--- src/rtl/adder_pkg.sv ---
// Shared types and saturation helpers for the serial-adder result collector.
package adder_pkg;

    localparam int ADD_W = 64;

    typedef struct packed {
        logic [ADD_W-1:0] sum;
        logic             cout;
        logic             ovf;
    } add_result_t;

    // Most positive w-bit two's-complement value, zero-extended to ADD_W
    function automatic logic [ADD_W-1:0] sat_max(input int w);
        logic [ADD_W-1:0] v;
        v = '0;
        for (int i = 0; i < ADD_W; i++) begin
            if (i < w - 1) v[i] = 1'b1;
        end
        return v;
    endfunction

    function automatic logic [ADD_W-1:0] sat_min(input int w);
        logic [ADD_W-1:0] v;
        v = '0;
        for (int i = 0; i < ADD_W; i++) begin
            if (i == w - 1) v[i] = 1'b1;
        end
        return v;
    endfunction

endpackage

--- src/rtl/sync_fifo.sv ---
// First-word fall-through FIFO with arbitrary (non power-of-2) depth.
module sync_fifo
    import adder_pkg::*;
#(
    parameter type T     = logic,
    parameter int  DEPTH = 4,
    localparam int CW    = $clog2(DEPTH + 1),
    localparam int PW    = (DEPTH > 1) ? $clog2(DEPTH) : 1
) (
    input  logic          clk,
    input  logic          arst_n,
    input  logic          i_push,
    input  T              i_wdata,
    input  logic          i_pop,
    output T              o_rdata,
    output logic          o_valid,
    output logic [CW-1:0] o_count
);

    T              r_mem [DEPTH];
    logic [PW-1:0] r_wr;
    logic [PW-1:0] r_rd;
    logic [CW-1:0] r_count;
    logic          w_full;
    logic          w_pop;
    logic          w_wr;

    function automatic logic [PW-1:0] nxt(input logic [PW-1:0] p);
        return (p == PW'(DEPTH - 1)) ? '0 : p + PW'(1);
    endfunction

    assign w_full  = (r_count == CW'(DEPTH));
    assign w_pop   = i_pop && (r_count != '0);
    // A full FIFO can still take a write when the head leaves this cycle
    assign w_wr    = i_push && (!w_full || w_pop);
    assign o_valid = (r_count != '0);
    assign o_count = r_count;
    assign o_rdata = r_mem[r_rd];

    always_ff @(posedge clk or negedge arst_n) begin
        if (!arst_n) begin
            for (int i = 0; i < DEPTH; i++) r_mem[i] <= '0;
            r_wr    <= '0;
            r_rd    <= '0;
            r_count <= '0;
        end else begin
            if (w_wr) begin
                r_mem[r_wr] <= i_wdata;
                r_wr        <= nxt(r_wr);
            end
            if (w_pop) r_rd <= nxt(r_rd);
            unique case ({w_wr, w_pop})
                2'b10:   r_count <= r_count + CW'(1);
                2'b01:   r_count <= r_count - CW'(1);
                default: r_count <= r_count;
            endcase
        end
    end

    a_no_overrun: assert property (
        @(posedge clk) disable iff (!arst_n)
        !(i_push && w_full && !w_pop)
    );

endmodule

--- src/rtl/adder_result_collector.sv ---
// Collects sums from the non-stallable serial adder: tracks live slots,
// flags/saturates signed overflow and buffers results under credit control.
module adder_result_collector
    import adder_pkg::*;
#(
    parameter int WIDTH    = 64,
    parameter int LATENCY  = WIDTH,
    parameter int DEPTH    = 4,
    parameter bit SATURATE = 1'b1
) (
    input  logic             clk,
    input  logic             arst_n,
    input  logic             issue_valid,
    output logic             issue_ready,
    input  logic             issue_a_msb,
    input  logic             issue_b_msb,
    input  logic [WIDTH-1:0] add_sum,
    input  logic             add_cout,
    output logic             res_valid,
    input  logic             res_ready,
    output logic [WIDTH-1:0] res_sum,
    output logic             res_cout,
    output logic             res_ovf
);

    localparam int CW = $clog2(DEPTH + 1);
    localparam logic [ADD_W-1:0] SMAX_F = sat_max(WIDTH);
    localparam logic [ADD_W-1:0] SMIN_F = sat_min(WIDTH);
    localparam logic [WIDTH-1:0] SMAX   = SMAX_F[WIDTH-1:0];
    localparam logic [WIDTH-1:0] SMIN   = SMIN_F[WIDTH-1:0];

    typedef struct packed {
        logic vld;
        logic a_msb;
        logic b_msb;
    } dl_t;

    typedef struct packed {
        logic [WIDTH-1:0] sum;
        logic             cout;
        logic             ovf;
    } res_t;

    dl_t              r_dl [LATENCY];
    dl_t              w_tail;
    logic             w_acc;
    logic             w_push;
    logic             w_ovf;
    logic [WIDTH-1:0] w_sum;
    logic [CW-1:0]    r_inflight;
    logic [CW-1:0]    w_count;
    logic [CW:0]      w_used;
    res_t             w_wdata;
    res_t             w_rdata;

    assign w_acc  = issue_valid && issue_ready;
    assign w_tail = r_dl[LATENCY-1];
    assign w_push = w_tail.vld;

    always_ff @(posedge clk or negedge arst_n) begin
        if (!arst_n) begin
            for (int i = 0; i < LATENCY; i++) r_dl[i] <= '0;
        end else begin
            r_dl[0] <= {w_acc, issue_a_msb, issue_b_msb};
            for (int i = 1; i < LATENCY; i++) r_dl[i] <= r_dl[i-1];
        end
    end

    assign w_ovf = (w_tail.a_msb == w_tail.b_msb)
                && (add_sum[WIDTH-1] != w_tail.a_msb);

    always_comb begin
        w_sum = add_sum;
        if (SATURATE && w_ovf) w_sum = w_tail.a_msb ? SMIN : SMAX;
    end

    assign w_wdata = '{sum: w_sum, cout: add_cout, ovf: w_ovf};

    always_ff @(posedge clk or negedge arst_n) begin
        if (!arst_n) begin
            r_inflight <= '0;
        end else begin
            r_inflight <= r_inflight + CW'(w_acc) - CW'(w_push);
        end
    end

    // Credits cover both slots in the adder and entries already buffered
    assign w_used      = {1'b0, r_inflight} + {1'b0, w_count};
    assign issue_ready = (w_used < (CW + 1)'(DEPTH));

    sync_fifo #(
        .T     (res_t),
        .DEPTH (DEPTH)
    ) u_fifo (
        .clk     (clk),
        .arst_n  (arst_n),
        .i_push  (w_push),
        .i_wdata (w_wdata),
        .i_pop   (res_ready),
        .o_rdata (w_rdata),
        .o_valid (res_valid),
        .o_count (w_count)
    );

    assign res_sum  = w_rdata.sum;
    assign res_cout = w_rdata.cout;
    assign res_ovf  = w_rdata.ovf;

endmodule
--- config.mk ---
export PLATFORM = sky130hd
export DESIGN_NAME = adder_result_collector
export DESIGN_NICKNAME = d
export VERILOG_FILES = /design/src/rtl/adder_pkg.sv /design/src/rtl/sync_fifo.sv /design/src/rtl/adder_result_collector.sv
export SDC_FILE = /design/constraint.sdc
export NUM_CORES = 1
export LEC_CHECK = 0
export BUFFER_PORTS_ARGS = -buffer_cell sky130_fd_sc_hd__clkbuf_2
export CORE_MARGIN = 3
export CORE_UTILIZATION = 50
export CTS_CLUSTER_SIZE = 30
export DETAILED_ROUTE_END_ITERATION = 10
export GPL_TIMING_DRIVEN = 0
export HOLD_SLACK_MARGIN = 0.03
export PLACE_DENSITY = 0.8
export SKIP_LAST_GASP = 1
export SLEW_MARGIN = 40
export SYNTH_ARGS = -nofsm -noshare
export SYNTH_HDL_FRONTEND = slang
export SYNTH_SLANG_ARGS = --single-unit
--- constraint.sdc ---
create_clock -name clk -period 4.05 [get_ports clk]
set_input_delay 0 -clock clk [delete_from_list [all_inputs] [get_ports clk]]
set_output_delay 0 -clock clk [all_outputs]
set_load 0.005 [all_outputs]
==> results of run 1 <==
## power by group
part	switching, mW	internal [mW]	total [mW]	leakage, nW
registers	0.190	4.99	5.18	5.28
clock network	1.86	2.32	4.17	0.721
logic	1.38	1.08	2.46	2.91
## metrics by stage
| step | utilization | instances | setup WS [ns] |
|---|---|---|---|
| after floorplan | - | 1374 | 1.828 |
| after global placement | 0.5481 | 2016 | -6.901 |
| after detailed placement | 0.5528 | 2022 | 1.261 |
| after CTS | 0.6122 | 2175 | 1.159 |
| after global routing | 0.6125 | 2179 | 0.9582 |
| final | 0.6125 | 2179 | 1.125 |
## kinds of logic (layout without fill, tap and decap cells)
logic type / count (synthesis) / count (layout)
and+or+nand+nor: 80 / 80
other: 0 / 4
xor gates and xnor gates: 5 / 5
adders and majority gates: 13 / 13
AOI/OAI and AO/OA: 567 / 567
buffers and inverters: 159 / 456
muxes: 84 / 84
DFF: 466 / 466
## sequential cells by signal, summed over array words and instances (netlist names)
register	cells
r_dl	191
r_inflight	3
u_fifo.o_count	3
u_fifo.r_mem	264
u_fifo.r_rd	2
u_fifo.r_wr	2
w_push	1
## layout make-up
type                       instances  area share
buffer                           144     0.03259
tap                              504     0.02779
sequential                       466      0.5139
inverter                          15    0.002481
antenna                            4   0.0004411
clock inverter                    23    0.008547
multi-input combinational        749      0.2877
clock buffer                      59     0.05641
timing repair buffer             215     0.07019
## worst max-delay path, delay by kind of cell, from the launching register on
kind | cells | cell delay [ns]
AND/OR/NAND/NOR | 3 | 1.01
buffers and inverters | 2 | 0.39
flip-flops | 1 | 0.46
adder cells (fa/ha/maj) | 2 | 0.65
XOR/XNOR | 2 | 0.35
## worst max path at each step
stage	slack, ns	startpoint	endpoint	cells past startpoint
global placement	-6.90	arst_n	r_dl[189]	1
CTS	1.16	u_fifo.o_count[0]	u_fifo.o_count[2]	9
global route	0.96	u_fifo.o_count[0]	u_fifo.o_count[2]	9
floorplan	1.83	r_inflight[1]	r_inflight[2]	9
finish	1.12	u_fifo.o_count[0]	u_fifo.o_count[2]	9
detailed placement	1.26	u_fifo.o_count[0]	u_fifo.o_count[2]	9
## cells in the final DEF, fill, tap and decap left out, drive strengths merged
master and n:
a21boi 63, and2 1, and3 1, buf 66, bufinv 1, clkbuf 282, clkinv 16, clkinvlp 5
dfrtp 466, diode 4, dlygate4sd3 70, fa 2, ha 10, inv 16, maj3 1, mux2 16
mux2i 2, mux4 66, nand2 1, nand2b 3, nor2 66, nor2b 1, nor4 1, nor4b 1
o31ai 504, or3 5, xnor2 3, xor2 2
## per-layer routing
metal / track usage / share of wire
met2: 0.4360 / 0.48
met4: 0.1250 / 0.039
met1: 0.3587 / 0.38
met3: 0.06729 / 0.11
met5: 0 / 0.00038
## what timing repair did
| action | CTS | global route |
|---|---|---|
| gates resized for setup | 0 | 0 |
| endpoints found under the hold margin | 515 | 0 |
| hold buffers | 71 | 0 |
| endpoints found under the setup margin | 0 | 0 |
==> metrics.csv, run 1 <==
stage,metric,value,unit
hold_path,hold path depth,2,
clock_network,CTS Buf Count,45,
setup_path,CP Class,reg2reg,
synthesis,Post-synth EDFFs,0,
hold_path,HP Start,issue_a_msb,
sta,final critical-path share of the clock period,0.7223,
global_route,global-route usage over all layers,0.2736,
route,Final ANT Viol Nets,0,
setup_path,worst path cell trace,"nor4b_4, buf_4, nand2b_1, ha_1, inv_1, fa_1, xor2_1, nor2_1, xor2_1",
layout,Post-layout nets,1719,
route,drt via density,6.605,
synthesis,simple-gate portion of the synthesized area,0.01924,
sta,fin. max-slew vios,0,
synthesis,mux contribution to synthesized area,0.08884,
synthesis,"flops & latches, synth",466,
setup_path,r2r setup slk,1.12,ns
floorplanning,row cnt,70,
floorplanning,Starting Density,0.5124,
hold_path,worst hold endpoint,r_dl[190],
route,DRT Pass-1 Iters,5,
sta,Slew @ Worst Pin,0.9013,ns
setup_path,Crit path largest cell delay,0.55,ns
synthesis,synth cell count leaders,"o31ai_1, dfrtp_1, clkbuf_1, mux4_2, nor2_1",
synthesis,XOR/XNOR Fraction of Synth Area,0.002307,
layout,Final Instance Area,0.02269,mm²
setup_path,"Req. time, crit path",4.54,ns
run,Max Cap Viol,0,
sta,Rel. slew slack,0.3991,
power_and_ir_drop,VDD IR-drop max,0.4098,mV
global_route,Congestion Overflow GR,0,
synthesis,most frequent cell after synthesis,o31ai_1,
global_route,largest net degree at the start of global routing,81,
sta,Fmax,341.9,MHz
hold_path,worst min path class,in2reg,
setup_path,reg2reg end,u_fifo.o_count[2],
sta,Final Skew,0.01858,ns
placed_design,dpl cell area,0.02048,mm²
setup_path,Worst EP arrival,3.41,ns
synthesis,"area leader, netlist",dfrtp_1,
global_route,initial antenna violation count,6,
setup_path,reg-to-reg critical path startpoint,u_fifo.o_count[0],
synthesis,Yosys warnings,0,
floorplanning,Die Y,200.9,µm
clock_network,CTS tree,done,
synthesis,post-synthesis compound-gate area fraction,0.2242,
route,wire per inst,25.52,µm
floorplanning,io pins,139,
power_and_ir_drop,P_leak,8.914,nW
setup_path,cell mode on critical path,xor2_1,
floorplanning,Core ar.,0.03705,mm²
synthesis,ys async rst share,1.000,
synthesis,post-synthesis cell type count,28,
clock_network,Max Buffers Root-to-Sink,3,
placed_design,DP Wirelength,33970,µm
sta,# setup viols final,0,
synthesis,"Avg Cell Area, Syn",13.82,µm²
sta,setup TNS,0,ns
setup_path,reg2reg path depth,9,
synthesis,post-synthesis cell area,0.01898,mm²
global_route,first-pass GRT wire length,87480,µm
clock_network,Skew-Pair Late Insertion Delay,0.57,ns
sta,RSZ-0062 raised after global routing,false,
floorplanning,die area,0.04034,mm²
placed_design,port bufs,138,
sta,Fin. Hold Viols,0,
synthesis,sequential area share after synthesis,0.6142,
clock_network,H-tree depth reported by CTS,2,
synthesis,post-synth net total,1457,
clock_network,setup repair bufs after CTS,0,
route,DRC Markers,0,
synthesis,largest family of logic cells by synthesized area,compound AO/OA/AOI/OAI gates,
route,DRT iter0 DRCs,1782,
route,detailed-route wire length,55600,µm
synthesis,main area contributors after synthesis,"dfrtp_1, o31ai_1, mux4_2",
clock_network,clk sinks,466,
setup_path,CP startpoint kind,register,
layout,share of cells above drive strength 1,0.2184,
sta,hold slack,0.08257,ns
synthesis,Synth Area in Adders,0.009227,
clock_network,"CTS clk-pin slew, worst paths",0.07,ns
setup_path,Crit. End Element,register,
layout,area of the multi-input gates,0.006528,mm²
clock_network,CTS root buffer,clkbuf_16,
layout,combined flip-flop and latch cell area,0.01166,mm²
floorplanning,Die W,200.9,µm
synthesis,"Top FF cell, synth",dfrtp_1,
layout,synth-to-layout area growth,19.53,%
placed_design,Placer Congestion,0.8745,
setup_path,CP Max Fanout,10,
power_and_ir_drop,PnR Total Power,11.81,mW
layout,filler instances,2751,
synthesis,post-synthesis instance total,1374,
global_route,vias in the first global route,15550,
power_and_ir_drop,power per cell area,520.7,mW/mm²
synthesis,top-area cell type share of the netlist area,0.6142,
route,via count,14390,
sta,minimum clock period,2.925,ns
run_status,status,"complete, no violations",
setup_path,crit path max-delay cell type,nor4b_4,
No activity file was read; power rests on OpenSTA's default activity.
==> inputs of run 2 (changes only) <==
--- a/config.mk
+++ b/config.mk
@@ -12,7 +12,7 @@
 export DETAILED_ROUTE_END_ITERATION = 10
 export GPL_TIMING_DRIVEN = 0
 export HOLD_SLACK_MARGIN = 0.03
-export PLACE_DENSITY = 0.8
+export PLACE_DENSITY = 0.83
 export SKIP_LAST_GASP = 1
 export SLEW_MARGIN = 40
 export SYNTH_ARGS = -nofsm -noshare
==> constraint.sdc (replaced) <==
create_clock -name clk -period 2.36 [get_ports clk]
set_input_delay 0 -clock clk [delete_from_list [all_inputs] [get_ports clk]]
set_output_delay 0 -clock clk [all_outputs]
set_load 0.005 [all_outputs]
==> run 2 against run 1 <==
Compared with the run above: sequential power increased by 72%; flip-flop and latch count unchanged; first-iteration DRC count increased by 2.9%; clock power increased by 87%; power increased by 78%; cell count increased by 0.23%; global-route usage increased by 0.053 points; count of clock-buffer cells in the layout increased by 4; design area increased by 1.0%; non-clock buffer count increased by 2; via count increased by 2.0%; register-to-register slack got worse by 1.1 ns; critical path type is now reg2out; critical endpoint is now res_sum[36]; highest routed layer unchanged.
==> metrics.csv, run 2 (synthesis results as in run 1) <==
stage,metric,value,unit
floorplanning,Die W,200.9,µm
sta,worst setup margin,0.01660,ns
hold_path,HP Start,issue_a_msb,
route,wire per inst,25.45,µm
run,Max Cap Viol,0,
clock_network,CTS root buffer,clkbuf_16,
floorplanning,row cnt,70,
hold_path,worst hold endpoint,r_dl[190],
setup_path,CP startpoint kind,register,
power_and_ir_drop,power per cell area,916.3,mW/mm²
hold_path,hold path depth,2,
layout,number of flip-flops in the largest register,264,
route,Final ANT Viol Nets,0,
sta,Fmax,426.7,MHz
sta,Rel. slew slack,0.4909,
setup_path,Crit. End Element,output port,
setup_path,CP Max Fanout,10,
floorplanning,Core ar.,0.03705,mm²
route,DRC Markers,0,
setup_path,reg2reg path depth,9,
power_and_ir_drop,VDD IR-drop max,0.7820,mV
placed_design,dpl cell area,0.02050,mm²
layout,Final Instance Area,0.02293,mm²
global_route,initial antenna violation count,6,
placed_design,port bufs,138,
placed_design,DP Wirelength,33950,µm
sta,Final Skew,0.02277,ns
clock_network,Max Buffers Root-to-Sink,3,
clock_network,H-tree depth reported by CTS,2,
floorplanning,Die Y,200.9,µm
placed_design,Placer Congestion,0.8699,
layout,"commonest non-fill, non-tap cell in the layout",o31ai_1,
placed_design,pre-CTS setup slack,-0.4771,ns
run_status,status,"complete, no violations",
global_route,Congestion Overflow GR,0,
floorplanning,die area,0.04034,mm²
route,DRT iter0 DRCs,1834,
layout,Post-layout nets,1721,
clock_network,CTS tree,done,
layout,synth-to-layout area growth,20.78,%
clock_network,clk sinks,466,
clock_network,Skew-Pair Late Insertion Delay,0.58,ns
layout,share of cells above drive strength 1,0.2293,
power_and_ir_drop,PnR Total Power,21.01,mW
sta,fin. max-slew vios,0,
setup_path,Worst EP arrival,2.34,ns
setup_path,r2r setup slk,0.04,ns
power_and_ir_drop,P_leak,9.045,nW
route,detailed-route wire length,55590,µm
route,DRT Pass-1 Iters,8,
sta,# setup viols final,0,
global_route,vias in the first global route,15650,
global_route,largest net degree at the start of global routing,80,
sta,Slew @ Worst Pin,0.7637,ns
setup_path,CP Class,reg2out,
floorplanning,Starting Density,0.5124,
layout,biggest regs,"u_fifo.r_mem x264, r_dl x191",
clock_network,"CTS clk-pin slew, worst paths",0.06,ns
global_route,global-route usage over all layers,0.2741,
setup_path,reg2reg end,r_inflight[2],
layout,most frequent cells in the layout,"o31ai_1, dfrtp_1, clkbuf_2",
sta,RSZ-0062 raised after global routing,true,
sta,Fin. Hold Viols,0,
clock_network,CTS Buf Count,45,
layout,largest reg by FF count,u_fifo.r_mem,
hold_path,worst min path class,in2reg,
setup_path,reg-to-reg critical path startpoint,r_inflight[1],
route,via count,14680,
sta,final critical-path share of the clock period,0.9930,
global_route,first-pass GRT wire length,87840,µm
route,drt via density,6.723,
layout,utilization after layout,0.6189,
floorplanning,io pins,139,
setup_path,"Req. time, crit path",2.36,ns
sta,minimum clock period,2.343,ns
run 2: cell types whose count changed in the layout (fill, tap and decap cells not counted), sizes merged:
cell / before / now
clkinv: 16 / 11
clkinvlp: 5 / 2
bufinv: 1 / 5
clkbuf: 282 / 285
buf: 66 / 68
inv: 16 / 18
dlygate4sd3: 70 / 71
diode: 4 / 5
run 2: layout make-up:
cell class,count,area [µm²]
tap,504,630.6
timing repair buffer,220,1642
fill,2620,14120
buffer,141,744.5
sequential,466,11660
inverter,15,56.30
clock inverter,21,284.0
clock buffer,63,1334
multi-input combinational,749,6563
antenna,5,12.51
run 2: critical path, stage by stage (launching register included):
cell      delay, ns
dfrtp_1        0.52
clkbuf_4       0.34
buf_2          0.35
mux4_2         0.41
clkbuf_2       0.15
run 2: worst max path at each step:
| stage | from | end |
|---|---|---|
| 6_report | u_fifo.r_rd[1] | res_sum[36] |
| 5_1_grt | r_inflight[1] | r_inflight[2] |
| 4_1_cts | u_fifo.o_count[0] | u_fifo.o_count[2] |
| 3_5_place_dp | u_fifo.o_count[0] | u_fifo.o_count[2] |
| 3_3_place_gp | arst_n | r_dl[154] |
| 2_1_floorplan | r_inflight[1] | r_inflight[2] |
run 2: through the flow:
| stage | setup TNS [ns] | hold WS, ns | std cells |
|---|---|---|---|
| 2_1_floorplan | 0 | -0.2956 | 1374 |
| 3_3_place_gp | -3979.22 | 0.1110 | 2016 |
| 3_5_place_dp | -0.7133 | -0.05208 | 2023 |
| 4_1_cts | -0.2234 | 0.06428 | 2180 |
| 5_1_grt | -0.1020 | 0.09017 | 2182 |
| 6_report | 0 | 0.08678 | 2184 |
run 2: routing by layer:
layer  part of all wire  GRT usage  vias up
met5            0.00013          0        -
met4              0.042     0.1267        2
met3               0.11    0.07216      220
met2               0.48     0.4373     1096
met1               0.37     0.3548     7414
li1                   -          -     5950
run 2: report_power, final:
| group | internal, mW | switching (mW) |
|---|---|---|
| Sequential | 8.57 | 0.346 |
| Combinational | 1.93 | 2.36 |
| Clock | 4.55 | 3.24 |
run 2: timing repair:
action | in CTS | in global routing
hold buffers | 72 | 0
setup buffers | 2 | 1
hold endpoints to repair | 399 | 0
endpoints found under the setup margin | 45 | 34
gates resized for setup | 12 | 8
pin swaps | 1 | 0
